==> config.mk <==
export PLATFORM = sky130hd
export DESIGN_NAME = game_match_scoreboard
export DESIGN_NICKNAME = d
export VERILOG_FILES = /design/src/rtl/game_pkg.sv /design/src/rtl/game_match_scoreboard_fifo.sv /design/src/rtl/game_match_scoreboard.sv
export SDC_FILE = /design/constraint.sdc
export NUM_CORES = 1
export LEC_CHECK = 0
export ABC_AREA = 0
export CORE_MARGIN = 3
export CORE_UTILIZATION = 25
export CTS_CLUSTER_DIAMETER = 100
export CTS_CLUSTER_SIZE = 10
export DETAILED_ROUTE_END_ITERATION = 10
export PLACE_DENSITY = 0.45
export SYNTH_ARGS = -nofsm -noshare
export SYNTH_HDL_FRONTEND = slang
export SYNTH_HIERARCHICAL = 1
export SYNTH_SLANG_ARGS = --single-unit
==> constraint.sdc <==
create_clock -name clk -period 4.5 [get_ports clk]
set_clock_uncertainty 0.2 [all_clocks]
set_input_delay 0.9 -clock clk [delete_from_list [all_inputs] [get_ports clk]]
set_output_delay 0.9 -clock clk [all_outputs]
set_load 0.05 [all_outputs]
==> src/rtl/game_pkg.sv <==
// Shared types and constants for the match scoreboard: counter "who" codes,
// scoreboard FSM states and the completed-match record layout.
package game_pkg;

  localparam int unsigned TALLY_W_DEF     = 4;
  localparam int unsigned ID_W_DEF        = 8;
  localparam int unsigned MATCH_GAMES_DEF = 3;
  localparam int unsigned FIFO_DEPTH_DEF  = 4;

  localparam logic [1:0] WHO_NONE = 2'b00;
  localparam logic [1:0] WHO_A    = 2'b10;
  localparam logic [1:0] WHO_B    = 2'b01;

  typedef enum logic {
    PLAY   = 1'b0,
    RECORD = 1'b1
  } sb_state_e;

  typedef struct packed {
    logic [ID_W_DEF-1:0]    match_id;
    logic                   champ;
    logic [TALLY_W_DEF-1:0] wins_a;
    logic [TALLY_W_DEF-1:0] wins_b;
  } game_rec_t;

  localparam int unsigned REC_W_DEF = $bits(game_rec_t);

endpackage

==> src/rtl/game_match_scoreboard_fifo.sv <==
// First-word-fall-through synchronous FIFO holding completed match records.
module score_fifo #(
  parameter int unsigned WIDTH = 17,
  parameter int unsigned DEPTH = 4
) (
  input  logic             clk,
  input  logic             rst,
  input  logic             push_i,
  input  logic [WIDTH-1:0] data_i,
  input  logic             pop_i,
  output logic [WIDTH-1:0] data_o,
  output logic             full_o,
  output logic             empty_o
);

  localparam int unsigned PTR_W = $clog2(DEPTH);
  localparam int unsigned CNT_W = PTR_W + 1;

  logic [WIDTH-1:0] mem_q [DEPTH];
  logic [WIDTH-1:0] mem_d [DEPTH];
  logic [PTR_W-1:0] wr_ptr_q, wr_ptr_d;
  logic [PTR_W-1:0] rd_ptr_q, rd_ptr_d;
  logic [CNT_W-1:0] count_q, count_d;
  logic             full_q, full_d;
  logic             empty_q, empty_d;
  logic             do_push, do_pop;

  // A pop frees a slot in the same cycle, so a full FIFO still accepts a push.
  always_comb begin
    do_pop   = pop_i && !empty_q;
    do_push  = push_i && (!full_q || do_pop);
    mem_d    = mem_q;
    if (do_push) begin
      mem_d[wr_ptr_q] = data_i;
    end
    wr_ptr_d = wr_ptr_q + PTR_W'(do_push);
    rd_ptr_d = rd_ptr_q + PTR_W'(do_pop);
    count_d  = count_q + CNT_W'(do_push) - CNT_W'(do_pop);
    empty_d  = (count_d == '0);
    full_d   = (count_d == CNT_W'(DEPTH));
  end

  always_ff @(posedge clk) begin
    if (rst) begin
      for (int i = 0; i < int'(DEPTH); i++) begin
        mem_q[i] <= '0;
      end
      wr_ptr_q <= '0;
      rd_ptr_q <= '0;
      count_q  <= '0;
      full_q   <= 1'b0;
      empty_q  <= 1'b1;
    end else begin
      mem_q    <= mem_d;
      wr_ptr_q <= wr_ptr_d;
      rd_ptr_q <= rd_ptr_d;
      count_q  <= count_d;
      full_q   <= full_d;
      empty_q  <= empty_d;
    end
  end

  assign data_o  = mem_q[rd_ptr_q];
  assign full_o  = full_q;
  assign empty_o = empty_q;

endmodule

==> src/rtl/game_match_scoreboard.sv <==
// Tallies games reported by the multi-mode counter, declares matches and
// queues one record per completed match for the host.
module game_match_scoreboard
  import game_pkg::*;
#(
  parameter int unsigned TALLY_W     = TALLY_W_DEF,
  parameter int unsigned MATCH_GAMES = MATCH_GAMES_DEF,
  parameter int unsigned ID_W        = ID_W_DEF,
  parameter int unsigned FIFO_DEPTH  = FIFO_DEPTH_DEF
) (
  input  logic                        clk,
  input  logic                        rst,
  input  logic                        win_lvl,
  input  logic                        lose_lvl,
  input  logic                        gameover,
  input  logic [1:0]                  who,
  output logic                        rec_valid,
  input  logic                        rec_ready,
  output logic [ID_W+2*TALLY_W:0]     rec_data,
  output logic [TALLY_W-1:0]          wins_a,
  output logic [TALLY_W-1:0]          wins_b,
  output logic [TALLY_W-1:0]          win_hits,
  output logic [TALLY_W-1:0]          lose_hits,
  output logic                        proto_err,
  output logic                        overflow
);

  localparam int unsigned REC_W = ID_W + 1 + 2 * TALLY_W;
  localparam logic [TALLY_W-1:0] HIT_MAX = {TALLY_W{1'b1}};
  localparam logic [TALLY_W-1:0] GOAL    = TALLY_W'(MATCH_GAMES);

  sb_state_e         state_q, state_d;
  logic              win_lvl_q, lose_lvl_q;
  logic [TALLY_W-1:0] win_hits_q, win_hits_d;
  logic [TALLY_W-1:0] lose_hits_q, lose_hits_d;
  logic [TALLY_W-1:0] wins_a_q, wins_a_d;
  logic [TALLY_W-1:0] wins_b_q, wins_b_d;
  logic [TALLY_W-1:0] fin_a_q, fin_a_d;
  logic [TALLY_W-1:0] fin_b_q, fin_b_d;
  logic              champ_q, champ_d;
  logic [ID_W-1:0]   match_id_q, match_id_d;
  logic              proto_err_q, proto_err_d;
  logic              overflow_q, overflow_d;

  logic              game_a, game_b, in_rec, done;
  logic [TALLY_W-1:0] base_a, base_b, new_a, new_b;
  logic              fifo_push, fifo_pop, fifo_full, fifo_empty;
  logic [REC_W-1:0]  fifo_wdata;

  // Next-state: a RECORD cycle starts the next match from zero, so a game
  // arriving then becomes that match's first point instead of being lost.
  always_comb begin
    state_d     = PLAY;
    champ_d     = champ_q;
    fin_a_d     = fin_a_q;
    fin_b_d     = fin_b_q;
    win_hits_d  = win_hits_q;
    lose_hits_d = lose_hits_q;

    game_a = gameover && (who == WHO_A);
    game_b = gameover && (who == WHO_B);
    in_rec = (state_q == RECORD);

    base_a = in_rec ? '0 : wins_a_q;
    base_b = in_rec ? '0 : wins_b_q;
    new_a  = base_a + TALLY_W'(game_a);
    new_b  = base_b + TALLY_W'(game_b);
    done   = (new_a == GOAL) || (new_b == GOAL);

    wins_a_d = new_a;
    wins_b_d = new_b;
    if (done) begin
      state_d = RECORD;
      champ_d = (new_a == GOAL);
      fin_a_d = new_a;
      fin_b_d = new_b;
    end

    fifo_pop   = !fifo_empty && rec_ready;
    fifo_push  = in_rec && (!fifo_full || fifo_pop);
    fifo_wdata = {match_id_q, champ_q, fin_a_q, fin_b_q};
    match_id_d = match_id_q + ID_W'(in_rec);
    overflow_d = overflow_q || (in_rec && !fifo_push);
    proto_err_d = proto_err_q || (gameover && !game_a && !game_b);

    if (win_lvl && !win_lvl_q && (win_hits_q != HIT_MAX)) begin
      win_hits_d = win_hits_q + TALLY_W'(1);
    end
    if (lose_lvl && !lose_lvl_q && (lose_hits_q != HIT_MAX)) begin
      lose_hits_d = lose_hits_q + TALLY_W'(1);
    end
  end

  always_ff @(posedge clk) begin
    if (rst) begin
      state_q     <= PLAY;
      win_lvl_q   <= 1'b0;
      lose_lvl_q  <= 1'b0;
      win_hits_q  <= '0;
      lose_hits_q <= '0;
      wins_a_q    <= '0;
      wins_b_q    <= '0;
      fin_a_q     <= '0;
      fin_b_q     <= '0;
      champ_q     <= 1'b0;
      match_id_q  <= '0;
      proto_err_q <= 1'b0;
      overflow_q  <= 1'b0;
    end else begin
      state_q     <= state_d;
      win_lvl_q   <= win_lvl;
      lose_lvl_q  <= lose_lvl;
      win_hits_q  <= win_hits_d;
      lose_hits_q <= lose_hits_d;
      wins_a_q    <= wins_a_d;
      wins_b_q    <= wins_b_d;
      fin_a_q     <= fin_a_d;
      fin_b_q     <= fin_b_d;
      champ_q     <= champ_d;
      match_id_q  <= match_id_d;
      proto_err_q <= proto_err_d;
      overflow_q  <= overflow_d;
    end
  end

  score_fifo #(
    .WIDTH (REC_W),
    .DEPTH (FIFO_DEPTH)
  ) u_fifo (
    .clk     (clk),
    .rst     (rst),
    .push_i  (fifo_push),
    .data_i  (fifo_wdata),
    .pop_i   (fifo_pop),
    .data_o  (rec_data),
    .full_o  (fifo_full),
    .empty_o (fifo_empty)
  );

  assign rec_valid = !fifo_empty;
  assign wins_a    = wins_a_q;
  assign wins_b    = wins_b_q;
  assign win_hits  = win_hits_q;
  assign lose_hits = lose_hits_q;
  assign proto_err = proto_err_q;
  assign overflow  = overflow_q;

endmodule

* Yosys cells after proc, flatten, opt, wreduce, memory -nomap -nowiden *
Index checks and enable logic that the tools add are counted.

cells by class
  add/sub/neg operators = 9
  magnitude comparators = 3
  equal/unequal tests = 7
  muxes and demuxes = 9
  bitwise logic cells = 2
  reductions and logical operators = 27

operator list
  cell                 count
  $bwmux 68            1
  $mux 17              3
  $bmux 17 s2          1
  $demux 17 s2         1
  $logic_and 1x1->1    14
  $add 4x1->4          2
  $add 4x1->4 const B  2
  $add 8x1->8          1
  $eq 4x2->1 const B   2
  $mux 4               2
  $ne 4x4->1 const B   2
  $logic_not 1->1      7
  $ge 3x3->1 const B   2
  $not 2->3            2
  $logic_or 1x1->1     5
  $add 2x1->2          2
  $add 3x1->3          1
  $eq 3x3->1 const B   1
  $logic_not 3->1      1
  $lt 3x1->1 const B   1
  $sub 3x1->3          1
  $eq 2x1->1 const B   1
  $eq 2x2->1 const B   1
  $mux 1               1

word-level totals
  register bits = 115
  input port bits = 8
  output and inout bits = 36
  word-level logic and storage cells = 79

* Depth between registers and ports, before layout *
Gate-level depths: netlist (run 1).

  depth in word-level cells = 8
  mapped depth = 13
  depth with buffers taken out = 13

* By module *
The synthesis (run 1) kept the hierarchy.

modules (own cells, without submodules)
  module                 instances  cells an instance  area each (µm²)  sequential area each (µm²)
  score_fifo             1          302                3,337.0          1,541.5
  game_match_scoreboard  1          159                1,607.8          760.7

* Worst setup path after synthesis (run 1) *
OpenSTA, ideal clock, no wires.

  path type = input -> register
  from = input port rec_ready
  to = register u_fifo.full_q, in the netlist u_fifo/full_o
  setup time = 0.078 ns
  arrival time = 2.867 ns
  required time = 4.222 ns
  path slack = 1.355 ns
  stages = 10
  buffers on the path = 0
  cell sequence = nand2_1 a21boi_0 nand2_1 ha_1 inv_1 ha_1 fa_1 xnor3_1 nand2_1 nor3_1

on the way
  cells in the longest elaborated chain, start to end = 7
  elaborated cells between the ends (all ways) = 9
  classes of those cells = 2 x add/sub; 1 x eq/ne; 6 x reduce/logical

RTL lines
  element               line                              RTL
  start, declared       game_match_scoreboard.sv:18       input logic rec_ready,
  $logic_and 1x1->1     game_match_scoreboard.sv:79       fifo_pop = !fifo_empty && rec_ready;
  $logic_or 1x1->1      game_match_scoreboard.sv:80       fifo_push = in_rec && (!fifo_full || fifo_pop);
  $logic_and 1x1->1     game_match_scoreboard.sv:80
  via fifo_push         game_match_scoreboard.sv:47       logic fifo_push, fifo_pop, fifo_full, fifo_empty;
  $logic_and 1x1->1     game_match_scoreboard_fifo.sv:31  do_push = push_i && (!full_q || do_pop);
  $add 3x1->3           game_match_scoreboard_fifo.sv:38  count_d = count_q + CNT_W'(do_push) - CNT_W'(do_pop);
  $sub 3x1->3           game_match_scoreboard_fifo.sv:38
  $eq 3x3->1            game_match_scoreboard_fifo.sv:40  full_d = (count_d == CNT_W'(DEPTH));
  end signal, assigned  game_match_scoreboard_fifo.sv:58  full_q <= full_d;
  end, declared         game_match_scoreboard_fifo.sv:24  logic full_q, full_d;

The timed path passes the listed nets, and every way through them passes these cells.
A chain may end at the register's enable or synchronous reset.

* Final worst setup path (run 1) *
  from = register u_fifo.rd_ptr_q[1]
  to = output port rec_data[7]

on the way
  cells in the longest elaborated chain, start to end = 4

RTL lines
  element                                      line                              RTL
  start, declared                              game_match_scoreboard_fifo.sv:22  logic [PTR_W-1:0] rd_ptr_q, rd_ptr_d;
  start signal, assigned                       game_match_scoreboard_fifo.sv:56  rd_ptr_q <= rd_ptr_d;
  $not 2->3 (not written as such)              game_match_scoreboard_fifo.sv:63  assign data_o = mem_q[rd_ptr_q];
  $bmux 17 s2                                  game_match_scoreboard_fifo.sv:63
  $mux 17 (not written as such) (2 in series)  game_match_scoreboard_fifo.sv:63
  end, declared                                game_match_scoreboard.sv:19       output logic [ID_W+2*TALLY_W:0] rec_data,

No other way between the ends. The select of a mux whose other input is x is not followed.

==> results of run 1 <==
[flip-flops by register name, indices dropped and copies added, names as in the netlist, 2 cells and up]
register	cells
wins_b	4
match_id_q	8
wins_a	4
fin_b_q	4
u_fifo/wr_ptr_q	2
u_fifo/count_q	3
lose_hits	4
win_hits	4
u_fifo/rd_ptr_q	2
u_fifo/mem_q	68
fin_a_q	4
[tightest hold or removal path: cells and delay by family (launching register included)]
| family | cells | cell delay [ns] |
|---|---|---|
| flops | 1 | 0.31 |
| simple gates | 1 | 0.05 |
| mux | 1 | 0.05 |
[cells in the mapped netlist (all sizes together)]
cell type	instances
dfxtp	115
nand2	94
mux2i	70
buf	21
nor2	21
nor2b	18
mux4	17
ha	12
nand3	12
a21oi	8
inv	8
xnor2	7
xor2	6
a31o	5
and2b	5
clkbuf	5
o21a	5
a32o	3
nor3	3
and3	2
and3b	2
and4	2
and4b	2
clkinv	2
o21ai	2
or3	2
a211o	1
a21boi	1
a31oi	1
and2	1
fa	1
nand2b	1
nand3b	1
nor3b	1
o2111ai	1
o211ai	1
o31ai	1
xnor3	1
[routing by layer]
layer  vias to the layer above  share of wire  GRT usage
met5                         -              0          0
met4                         0          0.012     0.0409
met3                         9          0.039     0.0394
met2                        55           0.44      0.156
met1                      1604           0.51      0.146
li1                       1676              -          -
[layout make-up]
class	instances	area, sq um	share of cell area
clock buffer	25	475	0.0777
clock inverter	6	55.1	0.00900
inverter	10	37.5	0.00614
multi-input combinational	310	2440	0.399
sequential	115	2300	0.376
tap	260	325	0.0532
timing repair buffer	50	483	0.0790
[cells by family after synthesis]
| family | count (synthesis) |
|---|---|
| AO/OA/AOI/OAI | 29 |
| XOR/XNOR | 14 |
| adder cells (fa/ha/maj) | 13 |
| buffers and inverters | 36 |
| flip-flops | 115 |
| multiplexers | 87 |
| AND/OR/NAND/NOR | 167 |
[power by group]
part	total (W)	switching, W	internal, W	leakage (nW)
Clock	0.00122	0.000442	0.000779	0.265
Sequential	0.00103	0.00000630	0.00103	0.928
Combinational	0.0000801	0.0000532	0.0000269	1.35
[how the worst max path moves through the flow]
stage / slack [ns] / from / endpoint
floorplan: 1.36 / rec_ready / u_fifo/full_o
global placement: 0.97 / rec_ready / u_fifo/full_o
detailed placement: 0.89 / rec_ready / u_fifo/empty_o
CTS: 0.74 / u_fifo/rd_ptr_q[1] / rec_data[7]
global route: 0.67 / u_fifo/rd_ptr_q[1] / rec_data[7]
finish: 0.81 / u_fifo/rd_ptr_q[1] / rec_data[7]
[per-stage QoR]
| step | utilization | area, sq um | cells | setup WS, ns |
|---|---|---|---|---|
| CTS | 0.321 | 6120 | 776 | 0.739 |
| global placement | 0.293 | 5590 | 745 | 0.973 |
| global route | 0.321 | 6120 | 776 | 0.672 |
| detailed placement | 0.293 | 5590 | 745 | 0.890 |
| floorplan | - | 4940 | 461 | 1.36 |
| finish | 0.321 | 6120 | 776 | 0.807 |
==> impl_metrics.toml, run 1 <==
[run_status]
status = "finished, final reports clean"

[timing]
worst_pin_slew_ns = 1.11
fin_crit_ns = 3.69
relSlewSlack = 0.262
fin_tns_setup_ns = 0
period_share = 0.821
rsz0062_at_grt = "false"
hold_viol_final = 0
setup_viol = 0
timing.hold.ws_ns = 0.256
fmax_mhz = 271
slew_viol_final = 0

[setup_path]
crit_chain = "buf_4, mux4_2, clkdlybuf4s50_1"
cp-end-kind = "primary output"
start_kind = "register"
rrSetupSlack_ns = 1.59
regToRegStartpoint = "in_rec"
worstSetupPathType = "register to primary output"
worstPathRequired_ns = 3.40
cp_num_cells = 3
crit_path_max_incr_delay_ns = 0.73
r2r-end = "u_fifo/empty_o"
cp_top_family = "buffers and inverters"
cp_max_fo = 14
slowest_stage = "clkdlybuf4s50_1"
reg2regPathDepth = 9
arrival_ns = 2.59
critPathBufInv = 2

[logic_synthesis]
syn_area_sq_um = 4940
synth_xor_area_frac = 0.0291
syn_avg_cell_area_sq_um = 10.7
synth_top_area_cell = "dfxtp_1"
synth_top_family_by_area = "multiplexers"
muxShareOfSynthArea = 0.219
synth_cell_types = 48
synthAdderAreaFrac = 0.0344
synth_compound_area_frac = 0.0443
yosysTopAreaCellShare = 0.466
syn-num-nets = 482
netlist_instances = 461
ys_warn_count = 6
synth.area.top_cells = "dfxtp_1 47%, mux2i_1 14%, mux4_2 7.7%"
synth.yosys.seq_area_share = 0.466
yosys.area_share.simple = 0.162
synth_seq_cells = 115

[place]
place_hpwl_microns = 7150
routabilityCongestion = 0.713
port-buffer-count = 43

[route]
drt_iter0_markers = 159
wire_per_inst_microns = 14.2
drt-pass1-iter-count = 4
remaining_drc_errors = 0
viasPerCell = 4.31
postRouteWirelength_microns = 11000
drtAntennaViolNets = 0
via_count = 3344

[clock_network]
max-clock-path-buffers = 2
post_cts_buffers = 0
clock_sinks = 115
clockRootBuffer = "clkbuf_16"
cts_tree = "yes"
cts_buffers = 17
clk_pin_slew_ns = 0.05
htree_num_levels = 4
cts-resized-gates = 0
clkLatencyLatePin_ns = 0.41
holdBufCountCts = 0

[global_routing]
grt_start_max_net_pins = 56
grt_pass1_wl_microns = 18000
grt_overflow = 0
grt_pass1_vias = 3420
antenna_found_initial = 0
grt_usage = 0.108

[cells_and_area]
layout-drive-gt1-share = 0.118
layout_common_cells = "115 x dfxtp_1, 94 x nand2_1, 70 x mux2i_1"
final_common_cell = "dfxtp_1"
diodes = 0
syn_to_final_growth_pct = 23.7
fillerInstances = 1985
fin_nets = 525

[worst_hold_path]
worstHoldPathCells = 2
whs_endpoint = "u_fifo/mem_q[29]"
hold_class = "register to register"
hp-start = "u_fifo/mem_q[29]"

[floorplanning]
initial_core_util = 0.259
die_h_microns = 147
die-area_sq_um = 21500
num_io_pins = 44
rows = 50
dieWidth_microns = 147
core_area_sq_um = 19100

[pwr]
peakVddDrop_v = 0.000251
p_total_w = 0.00233
leakagePower_nw = 2.55
power.density_nw_per_um2 = 382

[run]
cap_violations = 0
No activity file was read; power rests on OpenSTA's default activity.
==> inputs of run 2 (changes only) <==
- PLACE_DENSITY: 0.45 -> 0.46
- clock period: 4.5 -> 3.3 ns (I/O delays scaled with it)
==> impl_metrics.toml, run 2 (synthesized netlist as in run 1, its figures left out) <==
[run_status]
status = "finished, final reports clean"

[cells_and_area]
multi_input_area_sq_um = 2430
fin_nets = 528
register_area_sq_um = 2300
largest_reg_flops = 68
final_common_cell = "dfxtp_1"
biggestRegsByFlops = "u_fifo/mem_q x68, match_id_q x8"
layout_common_cells = "115 x dfxtp_1, 94 x nand2_1, 70 x mux2i_1"
fillerInstances = 1984
layout-drive-gt1-share = 0.167
syn_to_final_growth_pct = 25.7
top_register = "u_fifo/mem_q"
diodes = 0

[clock_network]
post_cts_buffers = 0
cts_buffers = 17
htree_num_levels = 4
cts_tree = "yes"
clkLatencyLatePin_ns = 0.41
clk_pin_slew_ns = 0.05
clock_sinks = 115
clockRootBuffer = "clkbuf_16"
cts-resized-gates = 0
holdBufCountCts = 0
max-clock-path-buffers = 2

[pwr]
p_total_w = 0.00353
power.density_nw_per_um2 = 568
peakVddDrop_v = 0.000384
leakagePower_nw = 2.66

[floorplanning]
die-area_sq_um = 21500
rows = 50
num_io_pins = 44
initial_core_util = 0.259
dieWidth_microns = 147
core_area_sq_um = 19100
die_h_microns = 147

[worst_hold_path]
hp-start = "u_fifo/mem_q[21]"
whs_endpoint = "u_fifo/mem_q[21]"
hold_class = "register to register"
worstHoldPathCells = 2

[timing]
fin_crit_ns = 2.84
fmax_mhz = 352
timing.hold.ws_ns = 0.253
period_share = 0.862
hold_viol_final = 0
setup_ws_ns = 0.457
fin_tns_setup_ns = 0
worst_pin_slew_ns = 0.514
setup_viol = 0
relSlewSlack = 0.656
rsz0062_at_grt = "false"
slew_viol_final = 0

[place]
place_hpwl_microns = 7070
port-buffer-count = 43
dp_slack_ns = 0.0366
routabilityCongestion = 0.714

[route]
wire_per_inst_microns = 14.0
drt_iter0_markers = 154
via_count = 3399
postRouteWirelength_microns = 11000
remaining_drc_errors = 0
viasPerCell = 4.36
drt-pass1-iter-count = 4
drtAntennaViolNets = 0

[setup_path]
worstPathRequired_ns = 3.43
cp_max_fo = 4
cp-end-kind = "register"
rrSetupSlack_ns = 0.68
worstSetupPathType = "input port to register"
reg2regPathDepth = 10
r2r-end = "u_fifo/full_o"
start_kind = "input port"
regToRegStartpoint = "in_rec"
cp-startpoint = "rec_ready"
arrival_ns = 2.97

[global_routing]
grt_usage = 0.105
antenna_found_initial = 0
grt_pass1_vias = 3455
grt_overflow = 0
grt_start_max_net_pins = 88
grt_pass1_wl_microns = 17900

[run]
cap_violations = 0
==> run 2: cell types whose count changed in the layout (fill, tap and decap cells not counted), moves of 2 or more <==
cell and delta:
buf_4 +19, clkbuf_1 -5, clkinv_4 +2, clkdlybuf4s50_1 -17, inv_6 +2, bufinv_16 +4
==> run 2: critical path, stage by stage <==
cell and delay, ns:
clkdlybuf4s50_1 0.46, nand2_1 0.08, inv_1 0.10, nand2b_4 0.08
nand2_1 0.09, nand2_1 0.06, ha_1 0.27, inv_1 0.04
ha_1 0.17, fa_1 0.36, xnor3_1 0.40, nand2_1 0.08
nor3_1 0.13
==> run 2: how the worst max path moves through the flow <==
stage	to	slack, ns	cells after the start
final	u_fifo/full_o	0.46	13
after global placement	u_fifo/full_o	0.09	11
after global routing	u_fifo/full_o	0.30	11
after floorplan	u_fifo/full_o	0.37	11
after detailed placement	u_fifo/full_o	0.04	13
after CTS	u_fifo/full_o	0.46	13
==> run 2: stage by stage <==
stage / instance area, sq um / util / std cells
after CTS: 6210 / 0.326 / 780
after global routing: 6210 / 0.326 / 780
after floorplan: 4940 / - / 461
after global placement: 5570 / 0.292 / 748
after detailed placement: 5570 / 0.292 / 748
final: 6210 / 0.326 / 780
==> run 2: power by group <==
| group | internal [W] | switching [W] |
|---|---|---|
| Clock | 0.00136 | 0.000651 |
| Combinational | 0.0000379 | 0.0000735 |
| Sequential | 0.00140 | 0.00000777 |
==> run 2: layout make-up <==
| class | instances | share of cell area |
|---|---|---|
| repair buffers | 53 | 0.0765 |
| flip-flops and latches | 115 | 0.370 |
| multi-input cells | 310 | 0.390 |
| clock inverters | 13 | 0.0330 |
| inverters | 10 | 0.00604 |
| clock buffers | 19 | 0.0713 |
| well taps | 260 | 0.0523 |
==> run 2: per-layer routing <==
layer  part of all wire  track usage
met1               0.51        0.140
met2               0.45        0.164
met3              0.032       0.0323
met4              0.011       0.0353
met5                  0            0
==> inputs of run 3 (changes only) <==
- CAP_MARGIN: not set -> 20
- CORE_MARGIN: 3 -> not set
- PLACE_DENSITY: 0.46 -> 0.45
==> impl_metrics.toml, run 3 (synthesized netlist as in run 1, its figures left out) <==
[timing]
period_share = 0.865
relSlewSlack = 0.659
fin_tns_setup_ns = 0
worst_pin_slew_ns = 0.510
fmax_mhz = 350
slew_viol_final = 0
setup_ws_ns = 0.447
setup_viol = 0
fin_crit_ns = 2.85
rsz0062_at_grt = "false"
hold_viol_final = 0

[place]
dp.cells = 754
placed_cell_area_sq_um = 5580
place_hpwl_microns = 7120
port-buffer-count = 43
dp_slack_ns = 0.0195
routabilityCongestion = 0.699

[cells_and_area]
biggestRegsByFlops = "u_fifo/mem_q x68, match_id_q x8"
syn_to_final_growth_pct = 24.3
fin_nets = 529
diodes = 0
instances_no_fill = 784
layout_common_cells = "115 x dfxtp_1, 94 x nand2_1, 70 x mux2i_1"
top_register = "u_fifo/mem_q"
layout-drive-gt1-share = 0.166
final_common_cell = "dfxtp_1"
largest_reg_flops = 68
finalInstanceArea_sq_um = 6150

[setup_path]
start_kind = "input port"
cp_common_cell = "nand2_1"
worstPathRequired_ns = 3.43
crit_chain = "clkdlybuf4s50_1, nand2_1, inv_1, nand2b_4, nand2_1, nand2_1, ha_1, inv_1, ha_1, fa_1, xnor3_1, nand2_1, nor3_1"
cp_max_fo = 4
cp-end-kind = "register"
slowest_stage = "clkdlybuf4s50_1"
arrival_ns = 2.98
worstSetupPathType = "input port to register"
crit_path_max_incr_delay_ns = 0.45

[global_routing]
grt_overflow = 0
grt_start_max_net_pins = 88
grt_pass1_vias = 3479
antenna_found_initial = 0
grt_pass1_wl_microns = 17900
grt_usage = 0.116

[clock_network]
clkLatencyLatePin_ns = 0.40
cts_buffers = 17
cts_tree = "yes"
post_cts_buffers = 0
cts-resized-gates = 0
htree_num_levels = 4
clockRootBuffer = "clkbuf_16"
max-clock-path-buffers = 2
clock_sinks = 115
clk_pin_slew_ns = 0.05
holdBufCountCts = 0

[floorplanning]
core_area_sq_um = 19400
die_h_microns = 143
die-area_sq_um = 20300
initial_core_util = 0.255
dieWidth_microns = 143
num_io_pins = 44
rows = 51

[route]
drt_iter0_markers = 179
postRouteWirelength_microns = 10800
drt-pass1-iter-count = 4
wire_per_inst_microns = 13.8
via_count = 3415
viasPerCell = 4.36
drtAntennaViolNets = 0
remaining_drc_errors = 0

[pwr]
leakagePower_nw = 2.61
peakVddDrop_v = 0.000331
power.density_nw_per_um2 = 533

[run]
cap_violations = 0

[worst_hold_path]
hold_class = "register to register"

[run_status]
status = "finished, final reports clean"
==> run 3: metrics by stage <==
stage | hold WS [ns] | utilization | power (W)
2_1_floorplan | 0.232 | - | 0.00151
3_3_place_gp | 0.239 | 0.288 | 0.00155
3_5_place_dp | 0.247 | 0.288 | 0.00155
4_1_cts | 0.258 | 0.317 | 0.00332
5_1_grt | 0.272 | 0.317 | 0.00339
6_report | 0.255 | 0.317 | 0.00328
==> run 3: final timing paths <==
path	slack, ns	depth (start not counted)	from	end
max reg2reg	0.62	9	in_rec	u_fifo/full_o
max	0.45	13	rec_ready	u_fifo/full_o
min reg2reg	0.25	2	u_fifo/mem_q[46]	u_fifo/mem_q[46]
min	0.25	2	u_fifo/mem_q[46]	u_fifo/mem_q[46]
==> run 3: per-layer routing <==
layer	global-route usage	share of wire	vias up	wire, microns
met4	0.0340	0.011	0	115
met3	0.0409	0.039	10	427
met2	0.182	0.45	50	4900
li1	-	-	1684	-
met1	0.149	0.50	1671	5400
met5	0	0	-	0
==> run 3: final cells by class <==
cell class	count	area, sq um
repair buffers	54	483
well taps	265	332
multi-input cells	310	2430
clock buffers	20	457
fillers	2025	13300
flip-flops and latches	115	2300
clock inverters	10	110
inverters	10	37.5
==> run 3: power breakdown <==
group	internal, W	switching [W]	total, W
logic	0.0000386	0.0000730	0.000112
clock network	0.00113	0.000623	0.00176
registers	0.00140	0.00000838	0.00141
==> run 3: worst max-delay path: cells and delay by family <==
kind | cells | cell delay [ns]
XOR/XNOR | 1 | 0.39
adder cells (fa/ha/maj) | 3 | 0.82
buffers and inverters | 3 | 0.59
AND/OR/NAND/NOR | 6 | 0.52
